File: config.mk
export PLATFORM = sky130hd
export DESIGN_NAME = operand_fetch_stage_flat
export DESIGN_NICKNAME = d
export VERILOG_FILES = /design/src/rtl/pipeline_pkg.sv /design/src/rtl/operand_fetch_stage_if.sv /design/src/rtl/operand_fwd_mux.sv /design/src/rtl/operand_fetch_stage.sv /design/src/flat_wrapper.sv
export SDC_FILE = /design/constraint.sdc
export NUM_CORES = 1
export LEC_CHECK = 0
export ABC_AREA = 1
export CAP_MARGIN = 25
export CORE_MARGIN = 10
export CORE_UTILIZATION = 37
export DETAILED_ROUTE_END_ITERATION = 7
export PLACE_DENSITY = 0.78
export SLEW_MARGIN = 30
export SYNTH_ARGS = -nofsm -noshare
export SYNTH_HDL_FRONTEND = slang
export SYNTH_HIERARCHICAL = 1
export SYNTH_SLANG_ARGS = --single-unit
File: constraint.sdc
create_clock -name clk -period 1.35 [get_ports clk]
set_input_delay 0.135 -clock clk [delete_from_list [all_inputs] [get_ports clk]]
set_output_delay 0.135 -clock clk [all_outputs]
set_load 0.02 [all_outputs]
File: src/rtl/pipeline_pkg.sv
// Shared pipeline types and constants for the decode-to-execute operand fetch stage.
package pipeline_pkg;

    localparam int XLEN   = 32;
    localparam int CTRL_W = 16;
    localparam logic [4:0] X0 = 5'd0;

    typedef enum logic [1:0] {
        FWD_RF,
        FWD_EX,
        FWD_MEM,
        FWD_WB
    } fwd_sel_t;

    // x0 is hard-wired, so a producer targeting it never counts as a match.
    function automatic logic fwd_match(input logic [4:0] src, input logic src_valid,
                                       input logic [4:0] rd, input logic wr);
        return src_valid && (src != X0) && wr && (rd == src);
    endfunction

endpackage

File: src/rtl/operand_fetch_stage_if.sv
// Decoder, regfile, bypass and ID/EX signal bundle for operand_fetch_stage.
interface operand_fetch_stage_if;
    import pipeline_pkg::*;

    logic              in_valid;
    logic              in_ready;
    logic [XLEN-1:0]   in_pc;
    logic [XLEN-1:0]   in_imm;
    logic [CTRL_W-1:0] in_ctrl;
    logic [4:0]        in_rs1;
    logic [4:0]        in_rs2;
    logic              in_rs1_valid;
    logic              in_rs2_valid;
    logic [4:0]        in_rd;
    logic              in_rd_wr;
    logic              in_is_load;

    logic [4:0]        rf_rs1;
    logic [4:0]        rf_rs2;
    logic              rf_rs1_valid;
    logic              rf_rs2_valid;
    logic [XLEN-1:0]   rf_rs1_value;
    logic [XLEN-1:0]   rf_rs2_value;

    logic [4:0]        fwd_ex_rd;
    logic              fwd_ex_wr;
    logic              fwd_ex_is_load;
    logic [XLEN-1:0]   fwd_ex_value;
    logic [4:0]        fwd_mem_rd;
    logic              fwd_mem_wr;
    logic [XLEN-1:0]   fwd_mem_value;
    logic [4:0]        fwd_wb_rd;
    logic              fwd_wb_wr;
    logic [XLEN-1:0]   fwd_wb_value;

    logic              flush;

    logic              out_valid;
    logic              out_ready;
    logic [XLEN-1:0]   out_pc;
    logic [XLEN-1:0]   out_imm;
    logic [CTRL_W-1:0] out_ctrl;
    logic [XLEN-1:0]   out_rs1_value;
    logic [XLEN-1:0]   out_rs2_value;
    logic [4:0]        out_rd;
    logic              out_rd_wr;
    logic              out_is_load;

    modport slave (
        input  in_valid, in_pc, in_imm, in_ctrl, in_rs1, in_rs2, in_rs1_valid, in_rs2_valid,
               in_rd, in_rd_wr, in_is_load,
               rf_rs1_value, rf_rs2_value,
               fwd_ex_rd, fwd_ex_wr, fwd_ex_is_load, fwd_ex_value,
               fwd_mem_rd, fwd_mem_wr, fwd_mem_value,
               fwd_wb_rd, fwd_wb_wr, fwd_wb_value,
               flush, out_ready,
        output in_ready, rf_rs1, rf_rs2, rf_rs1_valid, rf_rs2_valid,
               out_valid, out_pc, out_imm, out_ctrl, out_rs1_value, out_rs2_value,
               out_rd, out_rd_wr, out_is_load
    );

    modport master (
        output in_valid, in_pc, in_imm, in_ctrl, in_rs1, in_rs2, in_rs1_valid, in_rs2_valid,
               in_rd, in_rd_wr, in_is_load,
               rf_rs1_value, rf_rs2_value,
               fwd_ex_rd, fwd_ex_wr, fwd_ex_is_load, fwd_ex_value,
               fwd_mem_rd, fwd_mem_wr, fwd_mem_value,
               fwd_wb_rd, fwd_wb_wr, fwd_wb_value,
               flush, out_ready,
        input  in_ready, rf_rs1, rf_rs2, rf_rs1_valid, rf_rs2_valid,
               out_valid, out_pc, out_imm, out_ctrl, out_rs1_value, out_rs2_value,
               out_rd, out_rd_wr, out_is_load
    );

endinterface

File: src/rtl/operand_fwd_mux.sv
// Per-source operand select: EX > MEM > WB (when WB_FWD) > regfile, with x0/unused forced to zero.
module operand_fwd_mux
    import pipeline_pkg::*;
#(
    parameter bit WB_FWD = 1'b0
) (
    input  logic [4:0]      src,
    input  logic            src_valid,
    input  logic [XLEN-1:0] rf_value,
    input  logic [4:0]      ex_rd,
    input  logic            ex_wr,
    input  logic [XLEN-1:0] ex_value,
    input  logic [4:0]      mem_rd,
    input  logic            mem_wr,
    input  logic [XLEN-1:0] mem_value,
    input  logic [4:0]      wb_rd,
    input  logic            wb_wr,
    input  logic [XLEN-1:0] wb_value,
    output logic            ex_hit,
    output logic            wb_hit,
    output logic [XLEN-1:0] value
);

    logic     mem_hit;
    fwd_sel_t sel;

    assign ex_hit  = fwd_match(src, src_valid, ex_rd, ex_wr);
    assign mem_hit = fwd_match(src, src_valid, mem_rd, mem_wr);
    assign wb_hit  = fwd_match(src, src_valid, wb_rd, wb_wr);

    always_comb begin
        sel = FWD_RF;
        if (ex_hit)
            sel = FWD_EX;
        else if (mem_hit)
            sel = FWD_MEM;
        else if (WB_FWD && wb_hit)
            sel = FWD_WB;
    end

    always_comb begin
        value = '0;
        if (src_valid && (src != X0)) begin
            case (sel)
                FWD_EX:  value = ex_value;
                FWD_MEM: value = mem_value;
                FWD_WB:  value = wb_value;
                default: value = rf_value;
            endcase
        end
    end

endmodule

File: src/rtl/operand_fetch_stage.sv
// Operand fetch stage: regfile read, EX/MEM/WB bypass, load-use stall and the ID/EX register.
// WB_BYPASS_EN defined: WB is forwarded; undefined: a WB match stalls one cycle instead.
module operand_fetch_stage
    import pipeline_pkg::*;
(
    input logic                 clk,
    input logic                 rst_n,
    operand_fetch_stage_if.slave bus
);

`ifdef WB_BYPASS_EN
    localparam bit WB_FWD = 1'b1;
`else
    localparam bit WB_FWD = 1'b0;
`endif

    logic            ex_hit1, ex_hit2, wb_hit1, wb_hit2;
    logic [XLEN-1:0] rs1_value, rs2_value;
    logic            advance, hazard, accept;

    assign bus.rf_rs1       = bus.in_rs1;
    assign bus.rf_rs2       = bus.in_rs2;
    assign bus.rf_rs1_valid = bus.in_rs1_valid & bus.in_valid;
    assign bus.rf_rs2_valid = bus.in_rs2_valid & bus.in_valid;

    operand_fwd_mux #(.WB_FWD(WB_FWD)) u_fwd_rs1 (
        .src       (bus.in_rs1),
        .src_valid (bus.in_rs1_valid),
        .rf_value  (bus.rf_rs1_value),
        .ex_rd     (bus.fwd_ex_rd),
        .ex_wr     (bus.fwd_ex_wr),
        .ex_value  (bus.fwd_ex_value),
        .mem_rd    (bus.fwd_mem_rd),
        .mem_wr    (bus.fwd_mem_wr),
        .mem_value (bus.fwd_mem_value),
        .wb_rd     (bus.fwd_wb_rd),
        .wb_wr     (bus.fwd_wb_wr),
        .wb_value  (bus.fwd_wb_value),
        .ex_hit    (ex_hit1),
        .wb_hit    (wb_hit1),
        .value     (rs1_value)
    );

    operand_fwd_mux #(.WB_FWD(WB_FWD)) u_fwd_rs2 (
        .src       (bus.in_rs2),
        .src_valid (bus.in_rs2_valid),
        .rf_value  (bus.rf_rs2_value),
        .ex_rd     (bus.fwd_ex_rd),
        .ex_wr     (bus.fwd_ex_wr),
        .ex_value  (bus.fwd_ex_value),
        .mem_rd    (bus.fwd_mem_rd),
        .mem_wr    (bus.fwd_mem_wr),
        .mem_value (bus.fwd_mem_value),
        .wb_rd     (bus.fwd_wb_rd),
        .wb_wr     (bus.fwd_wb_wr),
        .wb_value  (bus.fwd_wb_value),
        .ex_hit    (ex_hit2),
        .wb_hit    (wb_hit2),
        .value     (rs2_value)
    );

    // Without the WB bypass the regfile is still stale for a same-cycle write, so wait it out.
    assign hazard = bus.in_valid &
                    ((bus.fwd_ex_is_load & (ex_hit1 | ex_hit2)) |
                     (!WB_FWD & (wb_hit1 | wb_hit2)));
    assign advance      = !bus.out_valid | bus.out_ready;
    assign bus.in_ready = advance & !hazard;
    assign accept       = bus.in_valid & bus.in_ready;

    always_ff @(posedge clk or negedge rst_n) begin
        if (!rst_n) begin
            bus.out_valid     <= 1'b0;
            bus.out_pc        <= '0;
            bus.out_imm       <= '0;
            bus.out_ctrl      <= '0;
            bus.out_rs1_value <= '0;
            bus.out_rs2_value <= '0;
            bus.out_rd        <= '0;
            bus.out_rd_wr     <= 1'b0;
            bus.out_is_load   <= 1'b0;
        end else if (bus.flush) begin
            bus.out_valid <= 1'b0;
        end else if (advance) begin
            bus.out_valid <= accept;
            if (accept) begin
                bus.out_pc        <= bus.in_pc;
                bus.out_imm       <= bus.in_imm;
                bus.out_ctrl      <= bus.in_ctrl;
                bus.out_rs1_value <= rs1_value;
                bus.out_rs2_value <= rs2_value;
                bus.out_rd        <= bus.in_rd;
                bus.out_rd_wr     <= bus.in_rd_wr;
                bus.out_is_load   <= bus.in_is_load;
            end
        end
    end

endmodule

File: src/flat_wrapper.sv
// flat-port wrapper written by rule: the top's interface ports become plain ports
module operand_fetch_stage_flat import pipeline_pkg::*;
  (clk, rst_n, bus_in_valid, bus_in_pc, bus_in_imm, bus_in_ctrl, bus_in_rs1, bus_in_rs2, bus_in_rs1_valid, bus_in_rs2_valid, bus_in_rd, bus_in_rd_wr, bus_in_is_load, bus_rf_rs1_value, bus_rf_rs2_value, bus_fwd_ex_rd, bus_fwd_ex_wr, bus_fwd_ex_is_load, bus_fwd_ex_value, bus_fwd_mem_rd, bus_fwd_mem_wr, bus_fwd_mem_value, bus_fwd_wb_rd, bus_fwd_wb_wr, bus_fwd_wb_value, bus_flush, bus_out_ready, bus_in_ready, bus_rf_rs1, bus_rf_rs2, bus_rf_rs1_valid, bus_rf_rs2_valid, bus_out_valid, bus_out_pc, bus_out_imm, bus_out_ctrl, bus_out_rs1_value, bus_out_rs2_value, bus_out_rd, bus_out_rd_wr, bus_out_is_load);
  operand_fetch_stage_if bus_i ();
  input logic clk;
  input logic rst_n;
  input wire logic [$bits(bus_i.in_valid)-1:0] bus_in_valid;
  input wire logic [$bits(bus_i.in_pc)-1:0] bus_in_pc;
  input wire logic [$bits(bus_i.in_imm)-1:0] bus_in_imm;
  input wire logic [$bits(bus_i.in_ctrl)-1:0] bus_in_ctrl;
  input wire logic [$bits(bus_i.in_rs1)-1:0] bus_in_rs1;
  input wire logic [$bits(bus_i.in_rs2)-1:0] bus_in_rs2;
  input wire logic [$bits(bus_i.in_rs1_valid)-1:0] bus_in_rs1_valid;
  input wire logic [$bits(bus_i.in_rs2_valid)-1:0] bus_in_rs2_valid;
  input wire logic [$bits(bus_i.in_rd)-1:0] bus_in_rd;
  input wire logic [$bits(bus_i.in_rd_wr)-1:0] bus_in_rd_wr;
  input wire logic [$bits(bus_i.in_is_load)-1:0] bus_in_is_load;
  input wire logic [$bits(bus_i.rf_rs1_value)-1:0] bus_rf_rs1_value;
  input wire logic [$bits(bus_i.rf_rs2_value)-1:0] bus_rf_rs2_value;
  input wire logic [$bits(bus_i.fwd_ex_rd)-1:0] bus_fwd_ex_rd;
  input wire logic [$bits(bus_i.fwd_ex_wr)-1:0] bus_fwd_ex_wr;
  input wire logic [$bits(bus_i.fwd_ex_is_load)-1:0] bus_fwd_ex_is_load;
  input wire logic [$bits(bus_i.fwd_ex_value)-1:0] bus_fwd_ex_value;
  input wire logic [$bits(bus_i.fwd_mem_rd)-1:0] bus_fwd_mem_rd;
  input wire logic [$bits(bus_i.fwd_mem_wr)-1:0] bus_fwd_mem_wr;
  input wire logic [$bits(bus_i.fwd_mem_value)-1:0] bus_fwd_mem_value;
  input wire logic [$bits(bus_i.fwd_wb_rd)-1:0] bus_fwd_wb_rd;
  input wire logic [$bits(bus_i.fwd_wb_wr)-1:0] bus_fwd_wb_wr;
  input wire logic [$bits(bus_i.fwd_wb_value)-1:0] bus_fwd_wb_value;
  input wire logic [$bits(bus_i.flush)-1:0] bus_flush;
  input wire logic [$bits(bus_i.out_ready)-1:0] bus_out_ready;
  output wire logic [$bits(bus_i.in_ready)-1:0] bus_in_ready;
  output wire logic [$bits(bus_i.rf_rs1)-1:0] bus_rf_rs1;
  output wire logic [$bits(bus_i.rf_rs2)-1:0] bus_rf_rs2;
  output wire logic [$bits(bus_i.rf_rs1_valid)-1:0] bus_rf_rs1_valid;
  output wire logic [$bits(bus_i.rf_rs2_valid)-1:0] bus_rf_rs2_valid;
  output wire logic [$bits(bus_i.out_valid)-1:0] bus_out_valid;
  output wire logic [$bits(bus_i.out_pc)-1:0] bus_out_pc;
  output wire logic [$bits(bus_i.out_imm)-1:0] bus_out_imm;
  output wire logic [$bits(bus_i.out_ctrl)-1:0] bus_out_ctrl;
  output wire logic [$bits(bus_i.out_rs1_value)-1:0] bus_out_rs1_value;
  output wire logic [$bits(bus_i.out_rs2_value)-1:0] bus_out_rs2_value;
  output wire logic [$bits(bus_i.out_rd)-1:0] bus_out_rd;
  output wire logic [$bits(bus_i.out_rd_wr)-1:0] bus_out_rd_wr;
  output wire logic [$bits(bus_i.out_is_load)-1:0] bus_out_is_load;
  assign bus_i.in_valid = bus_in_valid;
  assign bus_i.in_pc = bus_in_pc;
  assign bus_i.in_imm = bus_in_imm;
  assign bus_i.in_ctrl = bus_in_ctrl;
  assign bus_i.in_rs1 = bus_in_rs1;
  assign bus_i.in_rs2 = bus_in_rs2;
  assign bus_i.in_rs1_valid = bus_in_rs1_valid;
  assign bus_i.in_rs2_valid = bus_in_rs2_valid;
  assign bus_i.in_rd = bus_in_rd;
  assign bus_i.in_rd_wr = bus_in_rd_wr;
  assign bus_i.in_is_load = bus_in_is_load;
  assign bus_i.rf_rs1_value = bus_rf_rs1_value;
  assign bus_i.rf_rs2_value = bus_rf_rs2_value;
  assign bus_i.fwd_ex_rd = bus_fwd_ex_rd;
  assign bus_i.fwd_ex_wr = bus_fwd_ex_wr;
  assign bus_i.fwd_ex_is_load = bus_fwd_ex_is_load;
  assign bus_i.fwd_ex_value = bus_fwd_ex_value;
  assign bus_i.fwd_mem_rd = bus_fwd_mem_rd;
  assign bus_i.fwd_mem_wr = bus_fwd_mem_wr;
  assign bus_i.fwd_mem_value = bus_fwd_mem_value;
  assign bus_i.fwd_wb_rd = bus_fwd_wb_rd;
  assign bus_i.fwd_wb_wr = bus_fwd_wb_wr;
  assign bus_i.fwd_wb_value = bus_fwd_wb_value;
  assign bus_i.flush = bus_flush;
  assign bus_i.out_ready = bus_out_ready;
  assign bus_in_ready = bus_i.in_ready;
  assign bus_rf_rs1 = bus_i.rf_rs1;
  assign bus_rf_rs2 = bus_i.rf_rs2;
  assign bus_rf_rs1_valid = bus_i.rf_rs1_valid;
  assign bus_rf_rs2_valid = bus_i.rf_rs2_valid;
  assign bus_out_valid = bus_i.out_valid;
  assign bus_out_pc = bus_i.out_pc;
  assign bus_out_imm = bus_i.out_imm;
  assign bus_out_ctrl = bus_i.out_ctrl;
  assign bus_out_rs1_value = bus_i.out_rs1_value;
  assign bus_out_rs2_value = bus_i.out_rs2_value;
  assign bus_out_rd = bus_i.out_rd;
  assign bus_out_rd_wr = bus_i.out_rd_wr;
  assign bus_out_is_load = bus_i.out_is_load;
  operand_fetch_stage u_core (.clk(clk), .rst_n(rst_n), .bus(bus_i));
endmodule
# Word-level counts from Yosys, hierarchy flattened
# Index checks and enable logic that the tools add are counted.
[word_totals]
out_inout_bits = 165
regBits = 152
in_bits = 283
[classes]
reduce_logical = 20
n_eq_ne = 12
bitwise_logic = 11
muxes = 10
[op_table]
columns = ["cell", "n"]
rows = [
  ["32-bit one-hot mux with 3 select lines", 2],
  ["32-bit two-way mux", 2],
  ["5-bit == test", 6],
  ["1-bit logical AND", 14],
  ["5-bit nonzero test", 2],
  ["2-bit == test (second input constant)", 4],
  ["2-bit two-way mux", 4],
  ["1-bit AND", 6],
  ["2-bit by 1-bit == test with 1-bit output (second input constant)", 2],
  ["1-bit OR", 4],
  ["3-bit AND reduction", 1],
  ["1-bit zero test", 2],
  ["1-bit two-way mux", 2],
  ["2-bit nonzero test", 1],
  ["1-bit NOT", 1],
]

# Depth between registers and ports, before layout
[logic_depth]
ltp_word = 13
depth_mapped = 14
ltp_nobuf = 13

# Hierarchy
# The synthesis kept the hierarchy.
[modules_own_cells]
columns = ["mod", "cells_each", "n_inst", "area_each_um2", "seq_area_each_um2"]
rows = [
  ["operand_fetch_stage", 694, 1, 6311.1, 3803.6],
  ["operand_fwd_mux", 241, 2, 1253.7, 0.0],
]

# Least setup slack after synthesis
# No wires, ideal clock.
[synth_path]
kind = "in2reg"
start = "input bus_in_rs2[0]"
end = "register u_core.bus.out_valid"
required_ns = 1.216
t_arrival_ns = 1.549
stages = 13
setup_time_ns = 0.134
slack_ns = -0.333
cell_sequence = "inv_2 nand2_1 nand2_1 nor2_1 nand3_4 nor2_4 o21ai_1 nand2_1 nand2_1 nand3_2 buf_2 buf_2 o21ai_0"
[synth_via]
elab_chain_cells = 13
[synth_lines]
columns = ["element", "line", "text"]
rows = [
  ["from (decl)", "flat_wrapper.sv:12", "input wire logic [$bits(bus_i.in_rs2)-1:0] bus_in_rs2;"],
  ["5-bit nonzero test", "pipeline_pkg.sv:18", "return src_valid && (src != X0) && wr && (rd == src);"],
  ["1-bit logical AND (2 in series)", "pipeline_pkg.sv:18", ""],
  ["1-bit logical AND (*)", "pipeline_pkg.sv:18", ""],
  ["via u_core.ex_hit2", "operand_fetch_stage.sv:17", "logic ex_hit1, ex_hit2, wb_hit1, wb_hit2;"],
  ["1-bit OR (*)", "operand_fetch_stage.sv:64", "((bus.fwd_ex_is_load & (ex_hit1 | ex_hit2)) |"],
  ["1-bit AND (*)", "operand_fetch_stage.sv:64", ""],
  ["1-bit OR (*)", "operand_fetch_stage.sv:64", ""],
  ["1-bit AND (*)", "operand_fetch_stage.sv:63", "assign hazard = bus.in_valid &"],
  ["1-bit zero test (*)", "operand_fetch_stage.sv:67", "assign bus.in_ready = advance & !hazard;"],
  ["1-bit AND (*)", "operand_fetch_stage.sv:67", ""],
  ["1-bit AND (*)", "operand_fetch_stage.sv:68", "assign accept = bus.in_valid & bus.in_ready;"],
  ["1-bit two-way mux (*)", "operand_fetch_stage.sv:83", "end else if (advance) begin"],
  ["1-bit two-way mux (*)", "operand_fetch_stage.sv:81", "end else if (bus.flush) begin"],
  ["to (signal assigned)", "operand_fetch_stage.sv:84", "bus.out_valid <= accept;"],
  ["to (decl)", "operand_fetch_stage_if.sv:58", "out_valid, out_pc, out_imm, out_ctrl, out_rs1_value, out_rs2_value,"],
]
# Mark *: on every way through the listed nets, which the timed path passes. The rest lies on a longest branch. The select of a mux whose other input is x is not followed.
# A chain may end at the register's enable or synchronous reset.

# Worst setup path in the final report
[layout_path]
start = "input bus_fwd_ex_rd[4]"
end = "register u_core/bus.out_rd[4] in the netlist's numbering"
[layout_via]
elab_chain_cells = 10
[layout_lines]
columns = ["element", "line", "text"]
rows = [
  ["from (decl)", "flat_wrapper.sv:20", "input wire logic [$bits(bus_i.fwd_ex_rd)-1:0] bus_fwd_ex_rd;"],
  ["5-bit == test", "pipeline_pkg.sv:18", ""],
  ["1-bit logical AND", "pipeline_pkg.sv:18", ""],
  ["via u_core.ex_hit1", "operand_fetch_stage.sv:17", ""],
  ["1-bit OR", "operand_fetch_stage.sv:64", ""],
  ["1-bit AND", "operand_fetch_stage.sv:64", ""],
  ["1-bit OR", "operand_fetch_stage.sv:64", ""],
  ["1-bit AND", "operand_fetch_stage.sv:63", ""],
  ["1-bit zero test", "operand_fetch_stage.sv:67", ""],
  ["1-bit AND", "operand_fetch_stage.sv:67", ""],
  ["1-bit AND", "operand_fetch_stage.sv:68", ""],
  ["3-bit AND reduction (no source line)", "-", ""],
  ["to (signal assigned)", "operand_fetch_stage.sv:91", "bus.out_rd <= bus.in_rd;"],
  ["to (decl)", "operand_fetch_stage_if.sv:59", "out_rd, out_rd_wr, out_is_load"],
]
# The timed path passes the listed nets, and every way through them passes these cells.

==> results.cfg <==
[logic_synthesis]
ys.flop_type = dfrtp_1
syn_area_per_cell_um2 = 7.50
synth-seq-area-share_pct = 43.1
postSynthCellCount = 1176
synth_edf_count = 0
ys_types = 29
syn_nets = 1459
async_flop_share_pct = 100
yosysTopAreaCell = dfrtp_1
synth_area_um2 = 8820
synth_area_leaders = dfrtp_1 43%, nand2_1 17%, nand4_1 12%
postSynthRegisterBits = 152
yosys_warnings = 6
synth_top_area_share_pct = 43.1

[sta]
timing.final.crit_period_ps = 1510
maxSlewViolCount = 0
setup_tns_ps = -10200
finalCritPeriodShare_pct = 112
fmax_ghz = 0.662
layout_setup_ws_ps = -160
finalHoldViolCount = 0
max-slew-margin-rel_pct = 73.1
finalSetupViolCount = 137
rsz0062_at_grt = yes
tightest_slew_ps = 403
skew_ps = 12.7

[clock_tree]
cts_buffer_depth = 2
cts.sinks = 152
cts_tree = built
clk_latency_ps = 430
cts-root-buf = clkbuf_16
numCtsBuffers = 17
clkSlewWorstSetupHoldPaths_ps = 70
htreeDepth = 4

[setup_path]
worstRegToRegCells = 8
path_cells = buf_4 > inv_2 > nand2_2 > nand2_2 > nor2_4 > nand3_4 > nor2_4 > o21ai_2 > nand2_2 > buf_6 > nand2_8 > nand3_4 > buf_12 > buf_12 > clkbuf_16 > nand2_1 > nand2_1
crit-reg2reg-launch = u_core/bus.out_valid
r2r_slack_ps = -140
path_buf_inv = 6
cp_num_cells = 17
crit_path_end_kind = register
cp-startpoint = bus_fwd_ex_rd[4]
endpoint = u_core/bus.out_rd[4]
crit_family = buffers and inverters
cpMaxStageDelayCell = buf_12
crit_top_cell = nand2_2
worstPathArrival_ps = 1820
startpoint_type = primary input
r2r-end = u_core/bus.out_rd[4]
worstSetupPathType = in2reg
cp_data_required_time_ps = 1660
cp_max_fo = 8
slowest_delay_ps = 170

[floorplanning]
coreArea_um2 = 23500
rows = 56
die_area_um2 = 30400
die_y_um = 174
die_x_um = 174
start_util_pct = 37.6
ioPinCount = 448

[detailed_routing]
wl_met1_um = 16900
routedWlPerCell_um = 22.9
wl_met3_um = 4200
top_layer_used = met4
first_pass_iters = 6
wl_um = 46000
vias_per_cell = 5.37
postRouteAntennaNets = 0
vias = 10800
drc = 0
drt_iter0_drc = 976
wl_met2_um = 23000

[layout]
multi_input_area_um2 = 5100
regArea_um2 = 3800
layout_commonest_cell = nand2_1
final_nets = 1961
layout-drive-gt1-share_pct = 31.3
fill_cells = 1848
area_growth_syn_to_layout_pct = 86.2
mostFrequentLayoutCells = 247 x nand2_1, 229 x clkdlybuf4s50_1, 163 x nand4_1, 152 x dfrtp_1, 123 x nor2_1

[grt]
antenna_found_initial = 4
grt_max_degree = 66
grt_pass1_vias = 10800
grt_usage_pct = 27.2
grt_overflow = 0
grt_pass1_wl_um = 64800

[power]
p_leak_nw = 8.08
p_per_area_nw_per_um2 = 993
irDropWorstVdd_mv = 0.739
p_total_mw = 16.3

[outcome]
violations = setup timing
status = complete, but fails checks

[placement]
dp_hpwl_um = 31700
port-buffer-count = 415
gp_congestion = 0.959

[hold_path]
hold_path.class = in2async

[flow_run]
cap_viol_max_count = 0
==> sequential cells by signal, summed over array words and instances, names as in the netlist <==
| register | flops |
|---|---|
| u_core/bus.out_rd | 5 |
| u_core/bus.out_rs2_value | 32 |
| u_core/bus.out_rd_wr | 1 |
| u_core/bus.out_ctrl | 16 |
| u_core/bus.out_rs1_value | 32 |
| u_core/bus.out_is_load | 1 |
| u_core/bus.out_valid | 1 |
| u_core/bus.out_imm | 32 |
| u_core/bus.out_pc | 32 |
==> worst register-to-register path, stage by stage, from the launching register on <==
cell and delay, ps:
dfrtp_1 400, nand2_4 110, buf_8 130, nand3_4 130
buf_12 170, buf_12 140, clkbuf_16 170, nand2_1 70
nand2_1 60
==> routing by layer <==
metal	vias to the layer above	GRT usage, %
met1	5209	31.0
met5	-	0
met4	0	12.9
met3	119	8.04
li1	4917	-
met2	580	45.9
==> how the worst min path moves through the flow <==
stage | slack (ps) | cells past startpoint | endpoint | start
final | 130 | 2 | u_core/bus.out_rs2_value[17] | rst_n
after CTS | 140 | 2 | u_core/bus.out_imm[26] | rst_n
after detailed placement | 20 | 1 | u_core/bus.out_imm[26] | rst_n
after floorplan | -160 | 0 | u_core/bus.out_ctrl[0] | rst_n
after global placement | 20 | 1 | u_core/bus.out_imm[26] | rst_n
after global routing | 140 | 2 | u_core/bus.out_rs2_value[17] | rst_n
==> per-stage QoR <==
| step | worst slack, ps | hold slack [ps] | area [um^2] | instances | util [%] |
|---|---|---|---|---|---|
| floorplan | -171 | -161 | 8980 | 1176 | - |
| global placement | -987 | 18.0 | 14100 | 1915 | 60.1 |
| detailed placement | -1030 | 23.4 | 14100 | 1915 | 60.1 |
| CTS | -186 | 137 | 15300 | 1979 | 65.2 |
| global route | -229 | 142 | 16400 | 2013 | 69.9 |
| finish | -160 | 134 | 16400 | 2014 | 69.9 |
==> power breakdown <==
| group | total (mW) | switching (mW) | internal [mW] |
|---|---|---|---|
| Clock | 4.95 | 2.27 | 2.68 |
| Sequential | 5.74 | 0.517 | 5.23 |
| Combinational | 5.60 | 3.09 | 2.51 |
==> what timing repair did <==
item,in CTS,in global routing
setup buffers,23,20
pin swaps,37,83
endpoints found under the hold margin,152,0
setup endpoints to repair,316,190
resized for setup,357,325
hold buffers,1,0
gates cloned,13,18
==> synth_stat cells, drive strengths merged (3+ instances only) <==
cell type  instances
a21boi             3
buf               64
clkbuf            32
dfrtp            152
inv               50
nand2            401
nand3             15
nand4            163
nor2             168
nor3              54
o21ai             58
xnor2              6
xor2               4
==> cell families after synthesis <==
logic type / Yosys count / synth area share, %
and+or+nand+nor: 803 / 44.2
DFF: 152 / 43.1
buffers and inverters: 148 / 7.97
AOI/OAI and AO/OA: 63 / 3.66
xor gates and xnor gates: 10 / 0.993
==> cell type report <==
class                      count  area share [%]
antenna                        4          0.0610
clock buffer                  18            2.68
clock inverter                14           0.983
inverter                      52            1.52
multi-input combinational    876            31.1
sequential                   152            23.2
tap                          319            2.43
timing repair buffer         579            38.1
No activity file was read; power rests on OpenSTA's default activity.
